`src/rtl/keypad_scanner.sv`:
```
// 4x4 matrix keypad scanner. It drives one column low at a time, builds a 16-bit
// scan image, and debounces whole scans into a press strobe and a held level.
module keypad_scanner #(
  parameter int SCAN_DIV       = 50000,
  parameter int DEBOUNCE_SCANS = 4
) (
  input  logic       clk,
  input  logic       rst_n,
  input  logic [3:0] row,
  output logic [3:0] col,
  output logic [3:0] key_code,
  output logic       key_valid,
  output logic       key_held
);
  localparam int          PW    = (SCAN_DIV > 1) ? $clog2(SCAN_DIV) : 1;
  localparam logic [PW-1:0] PMAX = PW'(SCAN_DIV - 1);
  localparam logic [3:0]  DEB_N = 4'(DEBOUNCE_SCANS);

  typedef enum logic [1:0] {S_IDLE, S_DEB, S_PRS, S_REL} state_t;

  logic [3:0]    sync1_q, sync2_q;
  logic [PW-1:0] pre_q;
  logic [1:0]    col_idx_q, col_nxt;
  logic [3:0]    col_q;
  logic [15:0]   img_q, img_d;
  state_t        state_q;
  logic [3:0]    cnt_q, cnt_inc, cand_q, code_q, key_k;
  logic          vld_q, held_q;
  logic          tick, scan_end, is_none, is_single;

  assign tick     = (pre_q == PMAX);
  assign scan_end = tick && (col_idx_q == 2'd3);
  assign col_nxt  = col_idx_q + 2'd1;
  assign cnt_inc  = (cnt_q == 4'hF) ? cnt_q : cnt_q + 4'd1;

  // Image including this tick's sample, so scan end classifies the full scan.
  always_comb begin
    img_d = img_q;
    img_d[{col_idx_q, 2'b00} +: 4] = ~sync2_q;
  end

  always_comb begin
    key_k = 4'd0;
    for (int i = 0; i < 16; i++)
      if (img_d[i]) key_k = 4'(i);
  end

  assign is_none   = (img_d == 16'd0);
  assign is_single = !is_none && ((img_d & (img_d - 16'd1)) == 16'd0);

  always_ff @(posedge clk or negedge rst_n) begin
    if (!rst_n) begin
      sync1_q   <= 4'hF;
      sync2_q   <= 4'hF;
      pre_q     <= '0;
      col_idx_q <= 2'd0;
      col_q     <= 4'b1110;
      img_q     <= 16'd0;
      state_q   <= S_IDLE;
      cnt_q     <= 4'd0;
      cand_q    <= 4'd0;
      code_q    <= 4'd0;
      vld_q     <= 1'b0;
      held_q    <= 1'b0;
    end else begin
      sync1_q <= row;
      sync2_q <= sync1_q;
      vld_q   <= 1'b0;
      if (tick) begin
        pre_q     <= '0;
        img_q     <= img_d;
        col_idx_q <= col_nxt;
        col_q     <= ~(4'b0001 << col_nxt);
      end else begin
        pre_q <= pre_q + 1'b1;
      end
      if (scan_end) begin
        unique case (state_q)
          S_IDLE: if (is_single) begin
            cand_q <= key_k;
            cnt_q  <= 4'd1;
            if (DEB_N == 4'd1) begin
              code_q  <= key_k;
              vld_q   <= 1'b1;
              held_q  <= 1'b1;
              state_q <= S_PRS;
            end else begin
              state_q <= S_DEB;
            end
          end
          S_DEB: if (is_single && key_k == cand_q) begin
            cnt_q <= cnt_inc;
            if (cnt_inc >= DEB_N) begin
              code_q  <= cand_q;
              vld_q   <= 1'b1;
              held_q  <= 1'b1;
              state_q <= S_PRS;
            end
          end else begin
            state_q <= S_IDLE;
          end
          // Rollover or MULTI while pressed keeps the original key; no new strobe.
          S_PRS: if (is_none) begin
            cnt_q <= 4'd1;
            if (DEB_N == 4'd1) begin
              held_q  <= 1'b0;
              state_q <= S_IDLE;
            end else begin
              state_q <= S_REL;
            end
          end
          S_REL: if (is_none) begin
            cnt_q <= cnt_inc;
            if (cnt_inc >= DEB_N) begin
              held_q  <= 1'b0;
              state_q <= S_IDLE;
            end
          end else begin
            state_q <= S_PRS;
          end
          default: state_q <= S_IDLE;
        endcase
      end
    end
  end

  assign col       = col_q;
  assign key_code  = code_q;
  assign key_valid = vld_q;
  assign key_held  = held_q;
endmodule

```
`config.mk`:
```
export PLATFORM = sky130hd
export DESIGN_NAME = keypad_scanner
export DESIGN_NICKNAME = d
export VERILOG_FILES = /design/src/rtl/keypad_scanner.sv
export SDC_FILE = /design/constraint.sdc
export NUM_CORES = 1
export LEC_CHECK = 0
export BUFFER_PORTS_ARGS = -buffer_cell sky130_fd_sc_hd__buf_4
export CORE_AREA = 2 2 88 73
export DETAILED_ROUTE_END_ITERATION = 10
export DIE_AREA = 0 0 90 75
export PLACE_DENSITY = 0.88
export RECOVER_POWER = 25
export SLEW_MARGIN = 20
export SYNTH_ARGS = -nofsm -noshare
export SYNTH_HDL_FRONTEND = slang
export SYNTH_SLANG_ARGS = --single-unit
```
`constraint.sdc`:
```
create_clock -name clk -period 4.7 [get_ports clk]
set_input_delay 0.94 -clock clk [delete_from_list [all_inputs] [get_ports clk]]
set_output_delay 0.94 -clock clk [all_outputs]
set_load 0.01 [all_outputs]
```
======== After elaboration in Yosys (flattened, before gate mapping) ========
Cells that the tools add are included.
W data, S select, Z words.
storage, ports and cells
  flip-flop bits (word level) ............. 62
  input bits .............................. 6
  output and inout bits ................... 10
  word-level logic and storage cells ...... 91
cells by class
  add/subtract/negate cells ............... 5
  order comparisons ....................... 1
  equality and inequality tests ........... 15
  shift-type cells ........................ 3
  mux-type cells .......................... 39
  bitwise gates (word level) .............. 3
  reduce and logical (&&, ||, !) cells .... 13
operators with widths
  kind                      count
  $mux W4                   19
  $logic_not A16 Y1         2
  $add A16 B1 Y16 const B   1
  $and A16 B16 Y16          1
  $bwmux W16                1
  $eq A16 B16 Y1 const B    1
  $mux W16                  1
  $pmux W4 S4               1
  $shift A4 B6 Y16 const A  1
  $shiftx A4 B6 Y16         1
  $sub A16 B1 Y16 const B   1
  $mux W2                   6
  $ne A2 B2 Y1 const B      6
  $reduce_and A5 Y1         2
  $mux W1                   9
  $not A4 Y4                2
  $pmux W2 S4               1
  $eq A2 B2 Y1 const B      3
  $ne A3 B3 Y1 const B      2
  $neg A4 Y6                1
  $reduce_and A6 Y1         1
  $add A4 B1 Y4 const B     1
  $eq A4 B4 Y1              1
  $eq A4 B4 Y1 const B      1
  other kinds (11)          13

======== Depth between registers and ports, before layout ========
Gate-level depths: netlist (run 1).
  word-level depth ........................ 23
  depth in mapped cells ................... 14
  depth with buffers taken out ............ 11

======== Worst setup path before layout (run 1) ========
Ideal clock, no wire load.
  kind .................................... register to register
  start point ............................. reg col_idx_q[0]
  end point ............................... reg cand_q[1]
  setup time .............................. 125 ps
  arrival time ............................ 3573 ps
  data required time ...................... 4575 ps
  setup slack ............................. 1002 ps
  cell stages (with the launch flop) ...... 15
  buffers on the path ..................... 4
  period minus slack after synthesis ...... 3698 ps
  path through ............................ dfrtp_1 buf_4 inv_1 ha_1 buf_2 nor2b_1 a31oi_1 o21a_1 nand4_1 a221o_1 or4_1 buf_2 or3_1 buf_2 mux2_4
on the way
  word-level cells in the longest chain between the ends .. 17
  elaborated cells on any way between the ends .. 27
  classes of those cells .................. add/sub (2); eq/ne (1); shift (2); mux (15); bitwise (1); reduce/logical (6)
RTL lines
  element                                                       RTL line  RTL
  start, declared                                               23        logic [1:0] col_idx_q, col_nxt;
  start signal, assigned                                        72        col_idx_q <= col_nxt;
  $neg A4 Y6                                                    39        img_d[{col_idx_q, 2'b00} +: 4] = ~sync2_q;
  $shiftx A4 B6 Y16 / $shift A4 B6 Y16 (equally long branches)  39
  $bwmux W16                                                    39
  $mux W4 (14 in a row)                                         45        if (img_d[i]) key_k = 4'(i);
  end signal, assigned                                          80        cand_q <= key_k;
  end, declared                                                 27        logic [3:0] cnt_q, cnt_inc, cand_q, code_q, key_k;
Several ways; a longest one is shown, not always the timed one.
A chain may end at the register's enable or synchronous reset.

======== Worst setup path after layout (run 1) ========
  start point ............................. reg col_idx_q[0]
  end point ............................... reg cnt_q[1]
on the way
  word-level cells in the longest chain between the ends .. 22
  elaborated cells on any way between the ends .. 34
  classes of those cells .................. add/sub (2); eq/ne (6); shift (2); mux (16); bitwise (1); reduce/logical (7)
RTL lines
  element                                                       RTL line  RTL
  $neg A4 Y6                                                    39
  $shiftx A4 B6 Y16 / $shift A4 B6 Y16 (equally long branches)  39
  $bwmux W16                                                    39
  $mux W1                                                       45
  $mux W4 (14 in a row)                                         45
  $eq A4 B4 Y1                                                  91        S_DEB: if (is_single && key_k == cand_q) begin
  $logic_and A1 B1 Y1                                           91
  $ne A2 B2 Y1 (no line)                                        -
  $reduce_and A5 Y1 (no line) (*)                               -
  end signal, assigned                                          92        cnt_q <= cnt_inc;
  end signal, assigned                                          113       cnt_q <= cnt_inc;
  end, declared                                                 27
Mark *: on every way between the ends. The rest lies on a longest branch, timed or not.

==> results of run 1 <==
## worst max-delay path by stage
| stage | start | end | slack, ps | depth (start not counted) |
|---|---|---|---|---|
| floorplan | col_idx_q[0] | cand_q[1] | 1000 | 14 |
| finish | col_idx_q[0] | cnt_q[1] | 300 | 11 |
| global route | col_idx_q[0] | cnt_q[1] | 30 | 11 |
| detailed placement | col_idx_q[0] | cnt_q[1] | 430 | 11 |
| global placement | col_idx_q[0] | cand_q[2] | 550 | 10 |
| CTS | col_idx_q[0] | cnt_q[1] | 370 | 11 |
## logic make-up (layout without fill, tap and decap cells)
family | count (synthesis) | after routing
multiplexers | 14 | 14
XOR/XNOR | 15 | 15
adder cells (fa/ha/maj) | 7 | 7
AO/OA/AOI/OAI | 81 | 81
flip-flops | 62 | 62
AND/OR/NAND/NOR | 168 | 168
buffers and inverters | 26 | 41
## metrics by stage
stage                     hold WS [ps]  utilization (%)  instances
after floorplan                  345.2                -        373
after global placement           345.5            62.45        453
after detailed placement         347.5            62.45        453
after CTS                        355.3            65.87        469
after global routing             361.3            65.81        469
final                            353.6            65.81        469
## power by group through the flow
stage                     Combinational (mW)  Sequential (mW)  Clock (mW)
after floorplan                       0.0202            0.550           0
after global placement                0.0331            0.554           0
after detailed placement              0.0336            0.555           0
after CTS                             0.0339            0.545       0.472
after global routing                  0.0376            0.545       0.492
final                                 0.0327            0.545       0.457
## cell type report
class	count	share of cell area (%)
multi-input combinational	285	47.35
sequential	62	40.88
clock buffer	9	3.235
timing repair buffer	16	3.039
tap	81	2.647
clock inverter	7	1.961
inverter	9	0.8824
## registers in the layout, summed over array words and instances, names as in the netlist
| signal | flops |
|---|---|
| sync1_q | 4 |
| key_code | 4 |
| sync2_q | 4 |
| col_idx_q | 2 |
| key_valid | 1 |
| cand_q | 4 |
| state_q | 2 |
| img_q | 16 |
| col | 4 |
| pre_q | 16 |
| cnt_q | 4 |
| key_held | 1 |
## layer usage
metal / up-vias / routed length, µm / share of wire [%] / track usage, %
met2: 86 / 3169 / 43 / 36.51
met4: 0 / 159 / 2.2 / 10.94
met5: - / 0 / 0 / 0
met1: 1341 / 3544 / 49 / 32.94
met3: 16 / 418 / 5.7 / 5.506
li1: 1360 / - / - / -
## layout by cell type (no fill, tap or decap), types with 4 or more instances in the layout
cell,instances
ha_1,6
nand3_1,11
xnor2_1,6
mux2i_1,4
xor2_1,9
nand2_1,54
nor2_1,30
buf_4,11
clkbuf_8,9
a21oi_1,7
nand4_1,5
mux2_2,7
nor3_1,13
dfrtp_1,51
and3_1,8
dfstp_2,11
o21ai_0,27
nand2b_1,5
clkbuf_4,4
a31oi_1,12
and2_1,5
inv_1,9
nor2b_1,12
o31ai_1,4
==> flow_summary.json, run 1 <==
{
  "status": "finished, violations left",
  "violations": "capacitance limit, slew limit",
  "reg2reg_to": "cnt_q[1]",
  "first_global_vias": 2576,
  "area_growth_pct": 9.599,
  "timing.rr.start": "col_idx_q[0]",
  "slowest_stage": "dfrtp_1",
  "syn-cell-area_um2": 3493,
  "grt_util_all_layers_pct": 23.79,
  "ioPinCount": 16,
  "post-route-period-util_pct": 93.59,
  "final_hold_viol_count": 0,
  "wl_per_cell_um": 15.55,
  "clock.fmax_mhz": 227.3,
  "synth-async-reset-ratio_pct": 100.0,
  "internal-power_mw": 0.7955,
  "drc": 0,
  "drv_cap": 1,
  "slew_headroom_pct": -106.8,
  "post-place-ws_ps": 428.9,
  "pwr-share-clk_pct": 44.2,
  "path_clk_slew_ps": 70,
  "fin_skew_ps": 4.988,
  "power_mw": 1.035,
  "routabilityCongestion": 0.9510,
  "grt_max_degree": 63,
  "ys_types": 67,
  "clock_latency_ps": 340,
  "antenna_found_initial": 0,
  "path_max_fanout": 17,
  "arrival_ps": 4630,
  "die_w_um": 90,
  "setup_ws_ps": 301.4,
  "synth.most_common_cell": "nand2_1",
  "cpPeakStageDelay_ps": 630,
  "seqPwrFrac_pct": 52.7,
  "synth_area_leaders": "dfrtp_1, dfstp_2, nand2_1",
  "nFillCells": 506,
  "antenna_left": 0,
  "diodes": 0,
  "switching_share_pct": 23.14,
  "numCtsBuffers": 9,
  "ys_seq_area_share_pct": 44.81,
  "grt_pass1_wl_um": 12580,
  "crit_family": "compound AO/OA/AOI/OAI gates",
  "power.density_nw_per_um2": 270.3,
  "ys_seq_elements": 62,
  "num-nets-final": 395,
  "cts_resized": 0,
  "hold_end": "sync2_q[2]",
  "critPathKind": "reg2reg",
  "power_leakage_nw": 1.718,
  "crit_chain": "inv_1 -> ha_1 -> and3b_1 -> a31oi_4 -> nor3b_2 -> nand4_1 -> a221o_1 -> or4_1 -> a31oi_1 -> o32a_1 -> o31ai_1",
  "netlist_instances": 373,
  "setup_violations": 0,
  "synth.area.mux_share_pct": 4.692,
  "final_area_um2": 3829,
  "min_period_ps": 4399,
  "p_switching_mw": 0.2395,
  "end_kind": "flip-flop",
  "firstDrtPassIters": 5,
  "place_area_um2": 3633,
  "hold_path.startpoint": "sync1_q[2]",
  "worst_slew_pin_slew_ps": 3102,
  "cts_tree": "yes",
  "root_buffer": "clkbuf_8",
  "die_h_um": 75,
  "ctsHoldBuffers": 0,
  "clock_sinks": 62,
  "cp.required_ps": 4930,
  "synth.avg_cell_area_um2": 9.366,
  "port_buffers": 15,
  "rsz0062_at_grt": "no",
  "yosysTopAreaCell": "dfrtp_1",
  "post_cts_buffers": 0,
  "vdd_drop_max_uv": 199.6,
  "seqCellArea_um2": 1565,
  "start_util_pct": 60.04,
  "synth_top_family_by_area": "simple AND/OR/NAND/NOR gates",
  "post_synth_and_or_nand_nor_area_fraction_pct": 24.89,
  "hold_path_class": "reg2reg",
  "coreArea_um2": 5818,
  "drive_gt1_share_pct": 16.49,
  "via_per_inst": 5.977,
  "r2r.worst_path.cells": 11,
  "synthAdderAreaFrac_pct": 2.436,
  "whs_path_depth": 0,
  "synth_commonest_cells": "nand2_1, dfrtp_1, nor2_1",
  "wl_um": 7291,
  "fp-row-count": 25,
  "r2r_slack_ps": 300,
  "ys.flop_type": "dfrtp_1",
  "dp.final_hpwl_um": 5118,
  "tns_ps": 0,
  "multi_input_area_um2": 1813,
  "crit_buf_inv": 1,
  "synth-edff-count": 0,
  "drv_slew": 63,
  "grt_overflow_total": 0,
  "synth_top_area_share_pct": 36.53,
  "drt_iter0_markers": 196,
  "yosysWarnings": 0,
  "die-area_um2": 6750,
  "syn_nets": 385,
  "synth_compound_area_share_pct": 16.12,
  "synth-xor-area-share_pct": 3.761,
  "cts_max_level": 3,
  "cts_buffer_depth": 2,
  "power_frac_comb_pct": 3.2,
  "crit_path_start_kind": "flip-flop",
  "vias": 2803
}
(Power assumes the default switching activity.)
==> run 2: changes to the inputs <==
--- a/config.mk
+++ b/config.mk
@@ -6,10 +6,10 @@
 export NUM_CORES = 1
 export LEC_CHECK = 0
 export BUFFER_PORTS_ARGS = -buffer_cell sky130_fd_sc_hd__buf_4
-export CORE_AREA = 2 2 88 73
+export CORE_AREA = 2 2 115 95
 export DETAILED_ROUTE_END_ITERATION = 10
-export DIE_AREA = 0 0 90 75
-export PLACE_DENSITY = 0.88
+export DIE_AREA = 0 0 117 97
+export PLACE_DENSITY = 0.6
 export RECOVER_POWER = 25
 export SLEW_MARGIN = 20
 export SYNTH_ARGS = -nofsm -noshare
==> flow_summary.json, run 2 (synthesis gave the netlist of run 1 again) <==
{
  "first_global_vias": 2553,
  "start_util_pct": 34.53,
  "hold_path_class": "reg2reg",
  "coreArea_um2": 10120,
  "final_cell_mix": "nand2_1, dfrtp_1, nor2_1, o21ai_0, nor3_1",
  "crit_chain": "inv_1 -> ha_1 -> nor2b_1 -> a31o_2 -> a2111oi_0 -> nand4_1 -> o211a_1 -> or4_1 -> or3_1 -> mux2_4",
  "arrival_ps": 4630,
  "fin_skew_ps": 5.213,
  "dp_cells": 513,
  "dp.final_hpwl_um": 5412,
  "power_frac_comb_pct": 2.7,
  "drive_gt1_share_pct": 16.71,
  "violations": "capacitance limit, slew limit",
  "internal-power_mw": 1.029,
  "area_growth_pct": 15.62,
  "drc": 0,
  "tns_ps": 0,
  "via_per_inst": 5.268,
  "nFillCells": 991,
  "wl_per_cell_um": 14.50,
  "pwr-share-clk_pct": 54.9,
  "wl_met1_um": 3790,
  "grt_overflow_total": 0,
  "switching_share_pct": 20.13,
  "die-area_um2": 11350,
  "ioPinCount": 16,
  "layout_commonest_cell": "nand2_1",
  "antenna_found_initial": 0,
  "fp-row-count": 33,
  "root_buffer": "clkbuf_16",
  "die_h_um": 97,
  "setup_violations": 0,
  "p_switching_mw": 0.2592,
  "seqCellArea_um2": 1565,
  "multi_input_area_um2": 1824,
  "grt_pass1_wl_um": 13060,
  "crit_path_start_kind": "flip-flop",
  "path_clk_slew_ps": 50,
  "num-nets-final": 396,
  "cpPeakStageDelay_ps": 680,
  "worst_slew_pin_slew_ps": 3301,
  "stdcell_count": 529,
  "rsz0062_at_grt": "no",
  "routabilityCongestion": 0.9285,
  "power_leakage_nw": 1.788,
  "min_period_ps": 4416,
  "wl_met2_um": 3326,
  "clock.fmax_mhz": 226.5,
  "vias": 2787,
  "power.density_nw_per_um2": 318.9,
  "end_kind": "flip-flop",
  "port_buffers": 15,
  "post-route-period-util_pct": 93.95,
  "final_hold_viol_count": 0,
  "reg_top3": "img_q (16), pre_q (16)",
  "cts_buffer_depth": 2,
  "numCtsBuffers": 9,
  "wl_um": 7671,
  "highest_layer": "met4",
  "cts_max_level": 3,
  "vdd_drop_max_uv": 221.7,
  "slowest_stage": "a2111oi_0",
  "critPathKind": "reg2reg",
  "path_max_fanout": 17,
  "cp.required_ps": 4910,
  "drv_cap": 1,
  "status": "finished, violations left",
  "slew_headroom_pct": -120.1,
  "diodes": 0,
  "met3_length_um": 406,
  "drv_slew": 63,
  "post_cts_buffers": 0,
  "grt_max_degree": 63,
  "firstDrtPassIters": 5,
  "die_w_um": 117,
  "seqPwrFrac_pct": 42.4,
  "cts_tree": "yes",
  "clock_sinks": 62,
  "clock_latency_ps": 330,
  "drt_iter0_markers": 245,
  "antenna_left": 0,
  "grt_util_all_layers_pct": 14.74
}
[run 2: cell count changes in the layout (fill, tap and decap cells not counted), moves of 2 or more]
| cell | previous run | this run |
|---|---|---|
| clkbuf_1 | 1 | 3 |
| clkbuf_16 | 0 | 9 |
| clkbuf_8 | 9 | 1 |
| clkinv_4 | 2 | 0 |
| clkinvlp_4 | 3 | 0 |
[run 2: metal layers]
layer / global-route usage (%) / vias up
li1: - / 1361
met1: 22.23 / 1342
met2: 19.79 / 70
met3: 3.885 / 14
met4: 5.882 / 0
met5: 0 / -
[run 2: final timing paths]
path | slack [ps] | to | depth (start not counted) | from
hold reg to reg | 350 | sync2_q[1] | 0 | sync1_q[1]
min in group asynchronous | 1720 | col[0] | 1 | rst_n
hold / removal | 350 | sync2_q[1] | 0 | sync1_q[1]
setup reg to reg | 280 | cand_q[1] | 10 | col_idx_q[0]
setup / recovery | 280 | cand_q[1] | 10 | col_idx_q[0]
max in group asynchronous | 1130 | pre_q[1] | 1 | rst_n
[run 2: layout make-up]
| cell class | count | share of cell area [%] |
|---|---|---|
| Multi-Input combinational cell | 285 | 45.17 |
| Sequential cell | 62 | 38.75 |
| Timing Repair Buffer | 17 | 3.067 |
| Clock inverter | 4 | 1.735 |
| Clock buffer | 12 | 6.103 |
| Tap cell | 140 | 4.337 |
| Inverter | 9 | 0.8364 |
[run 2: through the flow]
stage                     setup WS [ps]  power [mW]  utilization (%)  hold WS, ps  cell area, µm²
after floorplan                    1002      0.5707                -        345.2            3493
after global placement            543.9      0.5892            36.72        347.5            3715
after detailed placement          357.3      0.5900            36.72        348.1            3715
after CTS                         345.1       1.303            39.85        355.3            4031
after global routing              58.59       1.328            39.93        355.9            4039
final                             284.2       1.288            39.93        354.9            4039
[run 2: what timing repair did]
item / 4_1_cts / 5_1_grt
setup endpoints to repair: 0 / 2
resized for setup: 0 / 1
hold buffers: 0 / 0
[run 2: power by group through the flow]
| stage | combinational (mW) | clock, mW | sequential [mW] |
|---|---|---|---|
| 4_1_cts | 0.0357 | 0.722 | 0.546 |
| 3_5_place_dp | 0.0353 | 0 | 0.555 |
| 3_3_place_gp | 0.0346 | 0 | 0.555 |
| 5_1_grt | 0.0391 | 0.743 | 0.546 |
| 2_1_floorplan | 0.0202 | 0 | 0.550 |
| 6_report | 0.0343 | 0.708 | 0.546 |
[run 2: critical path: cells and delay by family, from the launching register on]
kind                       cells  cell delay (ps)
buffers and inverters          1              170
muxes                          1              340
AOI/OAI and AO/OA              3             1140
DFF                            1              640
adders and majority gates      1              490
and+or+nand+nor                4             1520
